<file path="config.mk">
export PLATFORM = sky130hd
export DESIGN_NAME = uart_rx
export DESIGN_NICKNAME = d
export VERILOG_FILES = /design/src/rtl/uart_pkg.sv /design/src/rtl/uart_rx_sync.sv /design/src/rtl/uart_rx.sv
export SDC_FILE = /design/constraint.sdc
export NUM_CORES = 1
export LEC_CHECK = 0
export BUFFER_PORTS_ARGS = -buffer_cell sky130_fd_sc_hd__buf_2
export CORE_UTILIZATION = 60
export CTS_BUF_LIST = sky130_fd_sc_hd__clkbuf_8
export DETAILED_ROUTE_END_ITERATION = 16
export GPL_ROUTABILITY_DRIVEN = 0
export PLACE_DENSITY_LB_ADDON = 0.12
export REMOVE_ABC_BUFFERS = 1
export SYNTH_ARGS = -nofsm -noshare
export SYNTH_HDL_FRONTEND = slang
export SYNTH_HIERARCHICAL = 1
export SYNTH_SLANG_ARGS = --single-unit
</file>
<file path="constraint.sdc">
create_clock -name i_Clock -period 3.7 [get_ports i_Clock]
set_input_delay 0.555 -clock i_Clock [delete_from_list [all_inputs] [get_ports i_Clock]]
set_output_delay 0.555 -clock i_Clock [all_outputs]
set_load 0.05 [all_outputs]
</file>
<file path="src/rtl/uart_pkg.sv">
`default_nettype none
// ============================================================================
// Module      : uart_pkg
// Description : Shared UART state codes, baud default and parity helper.
// Revision    : 1.0 - initial release
// ============================================================================
package uart_pkg;

    localparam int unsigned c_CLKS_PER_BIT = 87;

    // Codes 0..5 are shared with uart_tx; s_WAIT_IDLE exists only in the receiver.
    typedef enum logic [2:0] {
        s_IDLE          = 3'b000,
        s_RX_START_BIT  = 3'b001,
        s_RX_DATA_BITS  = 3'b010,
        s_RX_PARITY_BIT = 3'b011,
        s_RX_STOP_BIT   = 3'b100,
        s_CLEANUP       = 3'b101,
        s_WAIT_IDLE     = 3'b110
    } uart_state_t;

    function automatic logic odd_parity(input logic [7:0] data);
        return ~^data;
    endfunction

endpackage : uart_pkg
`default_nettype wire

</file>
<file path="src/rtl/uart_rx_sync.sv">
`default_nettype none
// ============================================================================
// Module      : uart_rx_sync
// Description : Two-flop synchroniser for asynchronous inputs, resets to ones.
// Revision    : 1.0 - initial release
// ============================================================================
module uart_rx_sync #(
    parameter int unsigned            WIDTH       = 1,
    parameter logic [WIDTH-1:0]       RESET_VALUE = '1
) (
    input  logic             i_Clock,
    input  logic             i_Reset,
    input  logic [WIDTH-1:0] i_Async,
    output logic [WIDTH-1:0] o_Sync
);

    logic [WIDTH-1:0] r_Meta;

    always_ff @(posedge i_Clock) begin
        if (i_Reset) begin
            r_Meta <= RESET_VALUE;
            o_Sync <= RESET_VALUE;
        end else begin
            r_Meta <= i_Async;
            o_Sync <= r_Meta;
        end
    end

endmodule : uart_rx_sync
`default_nettype wire

</file>
<file path="src/rtl/uart_rx.sv">
`default_nettype none
// ============================================================================
// Module      : uart_rx
// Description : 8O1 UART receiver, mid-bit sampling, parity and stop checks.
// Revision    : 1.0 - initial release
// ============================================================================
module uart_rx
    import uart_pkg::*;
#(
    parameter int unsigned CLKS_PER_BIT = c_CLKS_PER_BIT
) (
    input  logic       i_Clock,
    input  logic       i_Reset,
    input  logic       i_Rx_Serial,
    output logic       o_Rx_DV,
    output logic [7:0] o_Rx_Byte,
    output logic       o_Rx_Parity_Err,
    output logic       o_Rx_Frame_Err,
    output logic       o_Rx_Active
);

    localparam logic [8:0] c_HALF = 9'((CLKS_PER_BIT - 1) / 2);
    localparam logic [8:0] c_LAST = 9'(CLKS_PER_BIT - 1);

    logic        r_Rx;
    uart_state_t r_State;
    logic [8:0]  r_Clock_Count;
    logic [2:0]  r_Bit_Index;
    logic [7:0]  r_Rx_Data;
    logic        r_Parity_Err;

    uart_rx_sync #(
        .WIDTH       (1),
        .RESET_VALUE (1'b1)
    ) u_sync (
        .i_Clock (i_Clock),
        .i_Reset (i_Reset),
        .i_Async (i_Rx_Serial),
        .o_Sync  (r_Rx)
    );

    always_ff @(posedge i_Clock) begin
        if (i_Reset) begin
            r_State         <= s_IDLE;
            r_Clock_Count   <= 9'd0;
            r_Bit_Index     <= 3'd0;
            r_Rx_Data       <= 8'h00;
            r_Parity_Err    <= 1'b0;
            o_Rx_DV         <= 1'b0;
            o_Rx_Byte       <= 8'h00;
            o_Rx_Parity_Err <= 1'b0;
            o_Rx_Frame_Err  <= 1'b0;
            o_Rx_Active     <= 1'b0;
        end else begin
            o_Rx_DV <= 1'b0;
            case (r_State)
                s_IDLE: begin
                    r_Clock_Count <= 9'd0;
                    r_Bit_Index   <= 3'd0;
                    if (!r_Rx) begin
                        r_State     <= s_RX_START_BIT;
                        o_Rx_Active <= 1'b1;
                    end
                end

                // Re-check the line at mid start bit so short glitches are dropped.
                s_RX_START_BIT: begin
                    if (r_Clock_Count == c_HALF) begin
                        r_Clock_Count <= 9'd0;
                        if (!r_Rx) begin
                            r_State <= s_RX_DATA_BITS;
                        end else begin
                            r_State     <= s_IDLE;
                            o_Rx_Active <= 1'b0;
                        end
                    end else begin
                        r_Clock_Count <= r_Clock_Count + 9'd1;
                    end
                end

                s_RX_DATA_BITS: begin
                    if (r_Clock_Count == c_LAST) begin
                        r_Clock_Count          <= 9'd0;
                        r_Rx_Data[r_Bit_Index] <= r_Rx;
                        if (r_Bit_Index != 3'd7) begin
                            r_Bit_Index <= r_Bit_Index + 3'd1;
                        end else begin
                            r_Bit_Index <= 3'd0;
                            r_State     <= s_RX_PARITY_BIT;
                        end
                    end else begin
                        r_Clock_Count <= r_Clock_Count + 9'd1;
                    end
                end

                s_RX_PARITY_BIT: begin
                    if (r_Clock_Count == c_LAST) begin
                        r_Clock_Count <= 9'd0;
                        r_Parity_Err  <= (r_Rx != odd_parity(r_Rx_Data));
                        r_State       <= s_RX_STOP_BIT;
                    end else begin
                        r_Clock_Count <= r_Clock_Count + 9'd1;
                    end
                end

                s_RX_STOP_BIT: begin
                    if (r_Clock_Count == c_LAST) begin
                        r_Clock_Count   <= 9'd0;
                        o_Rx_Byte       <= r_Rx_Data;
                        o_Rx_Frame_Err  <= ~r_Rx;
                        o_Rx_Parity_Err <= r_Parity_Err;
                        o_Rx_DV         <= 1'b1;
                        r_State         <= s_CLEANUP;
                    end else begin
                        r_Clock_Count <= r_Clock_Count + 9'd1;
                    end
                end

                // A low stop bit may be a break; wait for the line to recover.
                s_CLEANUP: begin
                    if (o_Rx_Frame_Err) begin
                        r_State <= s_WAIT_IDLE;
                    end else begin
                        r_State     <= s_IDLE;
                        o_Rx_Active <= 1'b0;
                    end
                end

                s_WAIT_IDLE: begin
                    if (r_Rx) begin
                        r_State     <= s_IDLE;
                        o_Rx_Active <= 1'b0;
                    end
                end

                default: begin
                    r_State       <= s_IDLE;
                    r_Clock_Count <= 9'd0;
                    r_Bit_Index   <= 3'd0;
                    o_Rx_Active   <= 1'b0;
                end
            endcase
        end
    end

endmodule : uart_rx
`default_nettype wire

</file>
Word-level counts from Yosys, hierarchy flattened
Cells that the tools add are included.
Widths: inputs -> output; s select.
{"block": "totals", "regBits": 38, "latch_bits": 0, "mem_bits_rw": 0, "rom_bits": 0, "output_inout_bits": 12, "word_cells": 76, "mem_count": 0}
{"block": "op_classes", "addsub": 2, "multipliers": 0, "div": 0, "magnitude_cmp": 2, "eq_ne": 18, "n_shift": 0, "muxes": 25, "n_bitwise": 4, "reduce_logical": 13}
{"cell": "$mux 3", "count": 10}
{"cell": "$pmux 9 s3", "count": 1}
{"cell": "$pmux 3 s7", "count": 1}
{"cell": "$mux 9", "count": 2}
{"cell": "$ne 2x2->1 const B", "count": 7}
{"cell": "$add 9x1->9 const B", "count": 1}
{"cell": "$eq 3x3->1 const B", "count": 3}
{"cell": "$eq 9x6->1 const B", "count": 1}
{"cell": "$eq 9x7->1 const B", "count": 1}
{"cell": "$bwmux 8", "count": 1}
{"cell": "$reduce_and 2->1", "count": 4}
{"cell": "$reduce_xnor 8->1", "count": 1}
{"cell": "$reduce_and 7->1", "count": 1}
{"cell": "$eq 3x2->1 const B", "count": 2}
{"cell": "$mux 1", "count": 6}
{"cell": "$pmux 3 s2", "count": 1}
{"cell": "$pmux 1 s5", "count": 1}
{"cell": "$reduce_or 5->1", "count": 1}
{"cell": "$lt 3x4->1 const B", "count": 1}
{"cell": "$not 1->1", "count": 4}
{"cell": "$reduce_and 4->1", "count": 1}
{"cell": "$reduce_or 2->1", "count": 2}
{"cell": "$add 3x1->3 const B", "count": 1}
{"cell": "$demux 1 s3", "count": 1}
{"cell": "9 further kinds", "count": 9}

Logic depth before layout (Yosys ltp)
Gate-level depths: netlist (run 1).
{"block": "depth", "word_depth": 5, "ltp_mapped": 8, "mapped_depth_nobuf": 7}

Cells and area by module
Netlist (run 1), hierarchy kept.
{"module": "uart_rx", "instances": 1, "cells_per_inst": 224, "area_per_inst_um2": 1909.3, "seq_area_each_um2": 720.7}
{"module": "uart_rx_sync", "instances": 1, "cells_per_inst": 4, "area_per_inst_um2": 52.6, "seq_area_each_um2": 40.0}

Worst setup path after synthesis (run 1)
No wires, ideal clock.
{"block": "synth_timing", "path_type": "reg-to-reg", "start": "register r_Clock_Count[0]", "end": "register r_State[1]", "setup_ns": 0.116, "t_arrival_ns": 1.765, "required_ns": 3.584, "path_slack_ns": 1.819, "stages_incl_launch_ff": 7, "cell_sequence": "dfxtp_1 ha_1 nor4b_1 nand2_1 o2bb2ai_4 or4_1 o211a_1"}
{"block": "synth_via", "elab_chain_cells": 3, "elab_cells_between_ends": 7, "cone_classes": "eq/ne: 6; reduce/logical: 1"}
{"item": "start, declared", "line_no": "uart_rx.sv:27", "rtl": "logic [8:0] r_Clock_Count;"}
{"item": "start signal, assigned", "line_no": "uart_rx.sv:77", "rtl": "r_Clock_Count <= r_Clock_Count + 9'd1;"}
{"item": "start signal, assigned", "line_no": "uart_rx.sv:92", "rtl": "r_Clock_Count <= r_Clock_Count + 9'd1;"}
{"item": "start signal, assigned", "line_no": "uart_rx.sv:102", "rtl": "r_Clock_Count <= r_Clock_Count + 9'd1;"}
{"item": "$eq 9x7->1 / $eq 9x6->1 (equally long branches)"}
{"item": "$ne 2x2->1 (no line)"}
{"item": "$reduce_and 7->1 (no line) *"}
{"item": "end signal, assigned", "line_no": "uart_rx.sv:89", "rtl": "r_State <= s_RX_PARITY_BIT;"}
{"item": "end signal, assigned", "line_no": "uart_rx.sv:100", "rtl": "r_State <= s_RX_STOP_BIT;"}
{"item": "end signal, assigned", "line_no": "uart_rx.sv:113", "rtl": "r_State <= s_CLEANUP;"}
{"item": "end, declared", "line_no": "uart_rx.sv:26", "rtl": "uart_state_t r_State;"}
Mark *: on every way between the ends. The rest lies on a longest branch, timed or not.
A chain may end at the register's enable or synchronous reset.

Worst setup path after layout (run 1)
Same ends and word-level chain as after synthesis.

==> results of run 1 <==
[power by group]
group	leakage, nW	internal, mW	switching (mW)	total, mW
combinational	0.517	0.157	0.230	0.386
sequential	0.307	0.435	0.0831	0.518
clock	0.0472	0.150	0.150	0.300
[registers in the layout (all words and copies together) (netlist names)]
| signal | cells |
|---|---|
| r_Clock_Count | 9 |
| o_Rx_Byte | 8 |
| r_Rx_Data | 8 |
| r_Bit_Index | 3 |
| r_State | 3 |
| o_Rx_Active | 1 |
| o_Rx_DV | 1 |
| o_Rx_Frame_Err | 1 |
| o_Rx_Parity_Err | 1 |
| r_Parity_Err | 1 |
| u_sync/o_Sync | 1 |
| u_sync/r_Meta | 1 |
[stage by stage]
step | total power [mW] | area (um^2)
after floorplan | 0.808 | 1910
after global placement | 0.889 | 2030
after global routing | 1.27 | 2130
after CTS | 1.20 | 2130
after detailed placement | 0.903 | 2030
final | 1.20 | 2130
[layout by cell type (no fill, tap or decap), drive strengths merged, types with 12 or more instances in the layout]
| cell type | count |
|---|---|
| a21oi | 15 |
| nand2 | 22 |
| nand3 | 12 |
| nor2 | 28 |
| mux2i | 15 |
| dfxtp | 38 |
| buf | 14 |
[layer usage]
metal	GRT usage [%]	vias up	share of wire [%]
met4	6.80	0	0.74
met2	36.9	40	46
met1	33.7	745	49
li1	-	822	-
met3	4.15	4	4.0
met5	0	-	0
[logic make-up after synthesis]
logic type	after synthesis	share of synthesized area (%)
compound gates	40	14.4
fa+ha+maj	4	2.55
flops	38	38.8
mux	15	7.65
simple gates	102	28.7
buf+inv	20	3.95
xor+xnor	9	4.02
[area by class of cell]
type	count	area (um^2)	area share, %
flip-flops and latches	38	761	35.8
well taps	44	55.1	2.59
clock inverters	2	12.5	0.588
repair buffers	14	70.1	3.29
multi-input cells	170	1120	52.8
clock buffers	6	82.6	3.88
inverters	6	22.5	1.06
[worst max-delay path by stage]
stage / from / end / slack, ps / cells past startpoint
6_report: r_Clock_Count[0] / r_State[1] / 1570 / 6
5_1_grt: r_State[2] / o_Rx_Byte[3] / 1410 / 3
4_1_cts: r_Clock_Count[0] / r_State[1] / 1590 / 6
3_5_place_dp: r_Clock_Count[0] / r_State[1] / 1620 / 6
3_3_place_gp: r_Clock_Count[0] / r_State[1] / 1690 / 6
2_1_floorplan: r_Clock_Count[0] / r_State[1] / 1820 / 6
==> metrics.cfg, run 1 <==
[routing]
viasPerCell = 5.75
via_count = 1611
drt_iter0_markers = 101
routed_wl_mm = 3.91
drc = 0
detail_route.wl_per_cell_um = 14.0
detail-route-antenna-nets = 0
first_pass_iters = 4

[synthesis]
yosysMostFrequentCell = dfxtp_1
netlist_area_um2 = 1960
synth_top_cells_by_count = dfxtp_1, nor2_1, nand2_1
seq_area_frac_synth_pct = 38.8
synth_cells = 228
synthFlopType = dfxtp_1
synthArstFlopShare_pct = 0
ys_warn_count = 6
synth.distinct_cells = 51
synth_edf_count = 0
ys_top_cells_by_area = dfxtp_1, mux2i_1, nor2_1
synth_seq_cells = 38
synth_top_area_cell = dfxtp_1
synth_top_area_share_pct = 38.8
synth.avg_cell_area_um2 = 8.60

[timing]
setup_viol = 0
max_freq_ghz = 0.470
setup_slack_ps = 1570
fin_setup_tns_ps = 0
rsz0062_at_grt = false
maxSlewHeadroom_pct = 44.2
finalCriticalPeriod_ps = 2130
fin_hold_ws_ps = 414
tightest_slew_ps = 835
final-hold-violation-count = 0
fin_crit_sh_pct = 57.5
skew_ps = 5.05
slew_violations = 0

[grt]
grt_pass1_wl_mm = 6.34
grt_max_degree = 38
grt_remaining_overflow = 0
globalRouteTotalUtil_pct = 23.7
grt_pass1_vias = 1347
antenna_found_initial = 0

[floorplan]
initial_utilization_pct = 63.7
die_w_um = 59.2
die_y_um = 59.2
ios = 15
coreArea_um2 = 3080
std_cell_rows = 20
die-area_um2 = 3500

[clocking]
cts_buffer_depth = 2
clk_pin_slew_ps = 80
numCtsBuffers = 5
cts_setup_buffers = 0
clock-sinks = 38
cts_resized = 0
htreeDepth = 2
clk_latency_ps = 280
cts_root_buf = clkbuf_8
cts_hold_buf = 0
cts_tree = built

[worst_setup_path]
max_stage_delay_ps = 540
rr_startpoint = r_Clock_Count[0]
path_cells = ha_1 -> nor4b_1 -> nand2_1 -> o2bb2ai_4 -> or4_1 -> o211a_1
rr_endpoint = r_State[1]
crit_fanout = 10
worstSetupStartpointType = flip-flop
cp_slowest_cell = or4_1
rr_worst_depth = 6
end_kind = flip-flop
critical-path-top-delay-family = simple AND/OR/NAND/NOR gates
rrSetupSlack_ps = 1570
crit_required_ps = 3880
crit_arrival_ps = 2310
critPathKind = reg -> reg
worstPathBufferInverterCount = 0

[final_layout]
areaGrowthSynthToFinish_pct = 8.42
nNetsFinal = 242
antenna_cells = 0
drive_above_1_share_pct = 13.6
fill_cells = 258
final_core_util_pct = 69.1
fin_cells = 280

[flow_run]
maxCapViolCount = 0

[place]
place_ws_ps = 1620
portBuffers = 14
dp.cells = 272
place_hpwl_mm = 2.62

[pwr]
p_per_area_nw_per_um2 = 566
ir_drop_v = 0.000304
p_leak_nw = 0.871

[min_path]
holdCritStartpoint = u_sync/r_Meta
min_path_type = reg -> reg
hold_path_end = u_sync/o_Sync
min_path_cells = 1

[run_status]
outcome = finished, final reports clean

Power figures use the tool's default switching activity.
==> run 2: changes to the inputs <==
CORE_UTILIZATION = 56   (was 60)
clock period = 1.8 ns   (was 3.7 ns; I/O delays follow)
==> metrics.cfg, run 2 (synthesized netlist as in run 1, its figures left out) <==
[pwr]
power_switching_mw = 1.09  ; +140%
ir_drop_v = 0.00110  ; +260%
pwr-share-clk_pct = 24.2  ; -0.7 points
p_leak_nw = 1.08  ; +24%
power_frac_comb_pct = 43.6  ; +12 points
p_total_mw = 3.06  ; +150%
p_per_area_nw_per_um2 = 1210  ; +110%
p_sw_share_pct = 35.5  ; -2.9 points
intPower_mw = 1.97  ; +170%
power_frac_seq_pct = 32.2  ; -11 points

[worst_setup_path]
crit_required_ps = 1980  ; -1900 ps
worstSetupStartpointType = flip-flop
rr_worst_depth = 6  ; unchanged
crit_arrival_ps = 2040  ; -270 ps
rr_endpoint = r_State[1]
critPathKind = reg -> reg
crit_start = r_Clock_Count[1]
crit_fanout = 3  ; -7
crit_end = r_State[1]
rr_startpoint = r_Clock_Count[1]
end_kind = flip-flop
rrSetupSlack_ps = -60  ; -1630 ps

[timing]
setup_viol = 2  ; +2
skew_ps = 7.08  ; +2.03 ps
final-hold-violation-count = 0  ; unchanged
tightest_slew_ps = 328  ; -507 ps
fin_setup_tns_ps = -70.5  ; -70.5 ps
maxSlewHeadroom_pct = 78.1  ; +34 points
rsz0062_at_grt = true
slew_violations = 0  ; unchanged
finalCriticalPeriod_ps = 1860  ; -266 ps
fin_hold_ws_ps = 154  ; -259 ps
max_freq_ghz = 0.537  ; +14%
setup_slack_ps = -62.3  ; -1630 ps
fin_crit_sh_pct = 103  ; +46 points

[place]
dp.cells = 302  ; +11%
place_hpwl_mm = 3.47  ; +32%
portBuffers = 14  ; unchanged
place_ws_ps = -201  ; -1820 ps
postPlaceCellArea_um2 = 2260  ; +11%

[run_status]
failed_checks = negative setup slack
outcome = complete, but fails checks

[floorplan]
die_w_um = 61.2  ; +3.4%
initial_utilization_pct = 58.8  ; -4.9 points
ios = 15  ; unchanged
coreArea_um2 = 3340  ; +8.4%
die_y_um = 61.2  ; +3.4%
die-area_um2 = 3740  ; +6.9%
std_cell_rows = 21  ; +5.0%

[routing]
routed_wl_mm = 5.00  ; +28%
drc = 0  ; unchanged
viasPerCell = 5.89  ; +2.3%
drt_iter0_markers = 96  ; -5.0%
first_pass_iters = 4  ; unchanged
via_count = 1854  ; +15%
detail_route.wl_per_cell_um = 15.9  ; +14%
detail-route-antenna-nets = 0  ; unchanged

[clocking]
numCtsBuffers = 5  ; unchanged
clk_pin_slew_ps = 70  ; about the same
cts_buffer_depth = 2  ; unchanged
clock-sinks = 38  ; unchanged
htreeDepth = 2  ; unchanged
cts_root_buf = clkbuf_8
cts_hold_buf = 0  ; unchanged
cts_tree = built
clk_latency_ps = 290  ; about the same

[final_layout]
largest_reg_flops = 9  ; unchanged
final_core_util_pct = 75.7  ; +6.6 points
drive_above_1_share_pct = 32.3  ; +19 points
areaGrowthSynthToFinish_pct = 28.8
fill_cells = 252  ; -2.3%
final_cell_mix = dfxtp_1, buf_4, nor2_1
nNetsFinal = 276  ; +14%
stdcell_area_um2 = 2530  ; +19%
regMostFlops = r_Clock_Count
top_regs = r_Clock_Count (9), o_Rx_Byte (8), r_Rx_Data (8)
antenna_cells = 0  ; unchanged
final_common_cell = dfxtp_1
fin_cells = 315  ; +13%

[grt]
grt_remaining_overflow = 0  ; unchanged
grt_pass1_wl_mm = 7.63  ; +20%
globalRouteTotalUtil_pct = 28.6  ; +4.8 points
grt_max_degree = 21  ; -45%
antenna_found_initial = 0  ; unchanged
grt_pass1_vias = 1717  ; +27%

[min_path]
min_path_cells = 2  ; +1
holdCritStartpoint = i_Rx_Serial
min_path_type = in -> reg

[flow_run]
maxCapViolCount = 0  ; unchanged

run 2: cell types whose count changed in the layout (fill, tap and decap cells not counted), moves of 2 or more:
cell,before,now
dfxtp_2,0,4
a21oi_1,14,12
buf_6,0,3
a21oi_2,1,3
nor3b_2,1,3
buf_4,0,30
dfxtp_1,38,31
nor2_2,0,2
nor2_1,28,26
dfxtp_4,0,3
ha_1,4,2
nor3b_1,2,0
run 2: worst max-delay path, cell delays in order, from the launching register on:
cell and delay [ps]:
dfxtp_4 370, ha_2 200, nor4b_4 230, nand2_2 170
o2bb2ai_4 150, or4_1 490, o211a_1 140
run 2: metal layers:
| layer | track usage (%) | wire length (um) |
|---|---|---|
| met1 | 31.2 | 2020 |
| met2 | 50.8 | 2570 |
| met3 | 5.67 | 263 |
| met4 | 17.2 | 144 |
| met5 | 0 | 0 |
run 2: worst min-delay path by stage:
stage / endpoint / slack [ps]
after floorplan: o_Rx_Active / 340
after global placement: u_sync/o_Sync / 390
after detailed placement: u_sync/o_Sync / 400
after CTS: u_sync/r_Meta / 150
after global routing: u_sync/r_Meta / 150
final: u_sync/r_Meta / 150
run 2: power by group through the flow:
| stage | clock [mW] | sequential [mW] | combinational [mW] |
|---|---|---|---|
| 2_1_floorplan | 0 | 1.05 | 0.613 |
| 3_3_place_gp | 0 | 0.990 | 1.09 |
| 3_5_place_dp | 0 | 0.992 | 1.15 |
| 4_1_cts | 0.737 | 0.976 | 1.22 |
| 5_1_grt | 0.777 | 0.995 | 1.44 |
| 6_report | 0.740 | 0.986 | 1.34 |
run 2: area by class of cell:
cell class | instances | area [um^2] | area share (%)
inverter | 6 | 22.5 | 0.892
timing repair buffer | 48 | 349 | 13.8
clock buffer | 6 | 82.6 | 3.27
sequential | 38 | 777 | 30.8
clock inverter | 1 | 30.0 | 1.19
multi-input combinational | 170 | 1210 | 47.8
tap | 46 | 57.6 | 2.28
run 2: timing repair:
item	CTS	global route
setup endpoints to repair	12	13
gates resized for setup	20	12
endpoints found under the hold margin	0	0
setup buffers	4	2
pin swaps	11	11
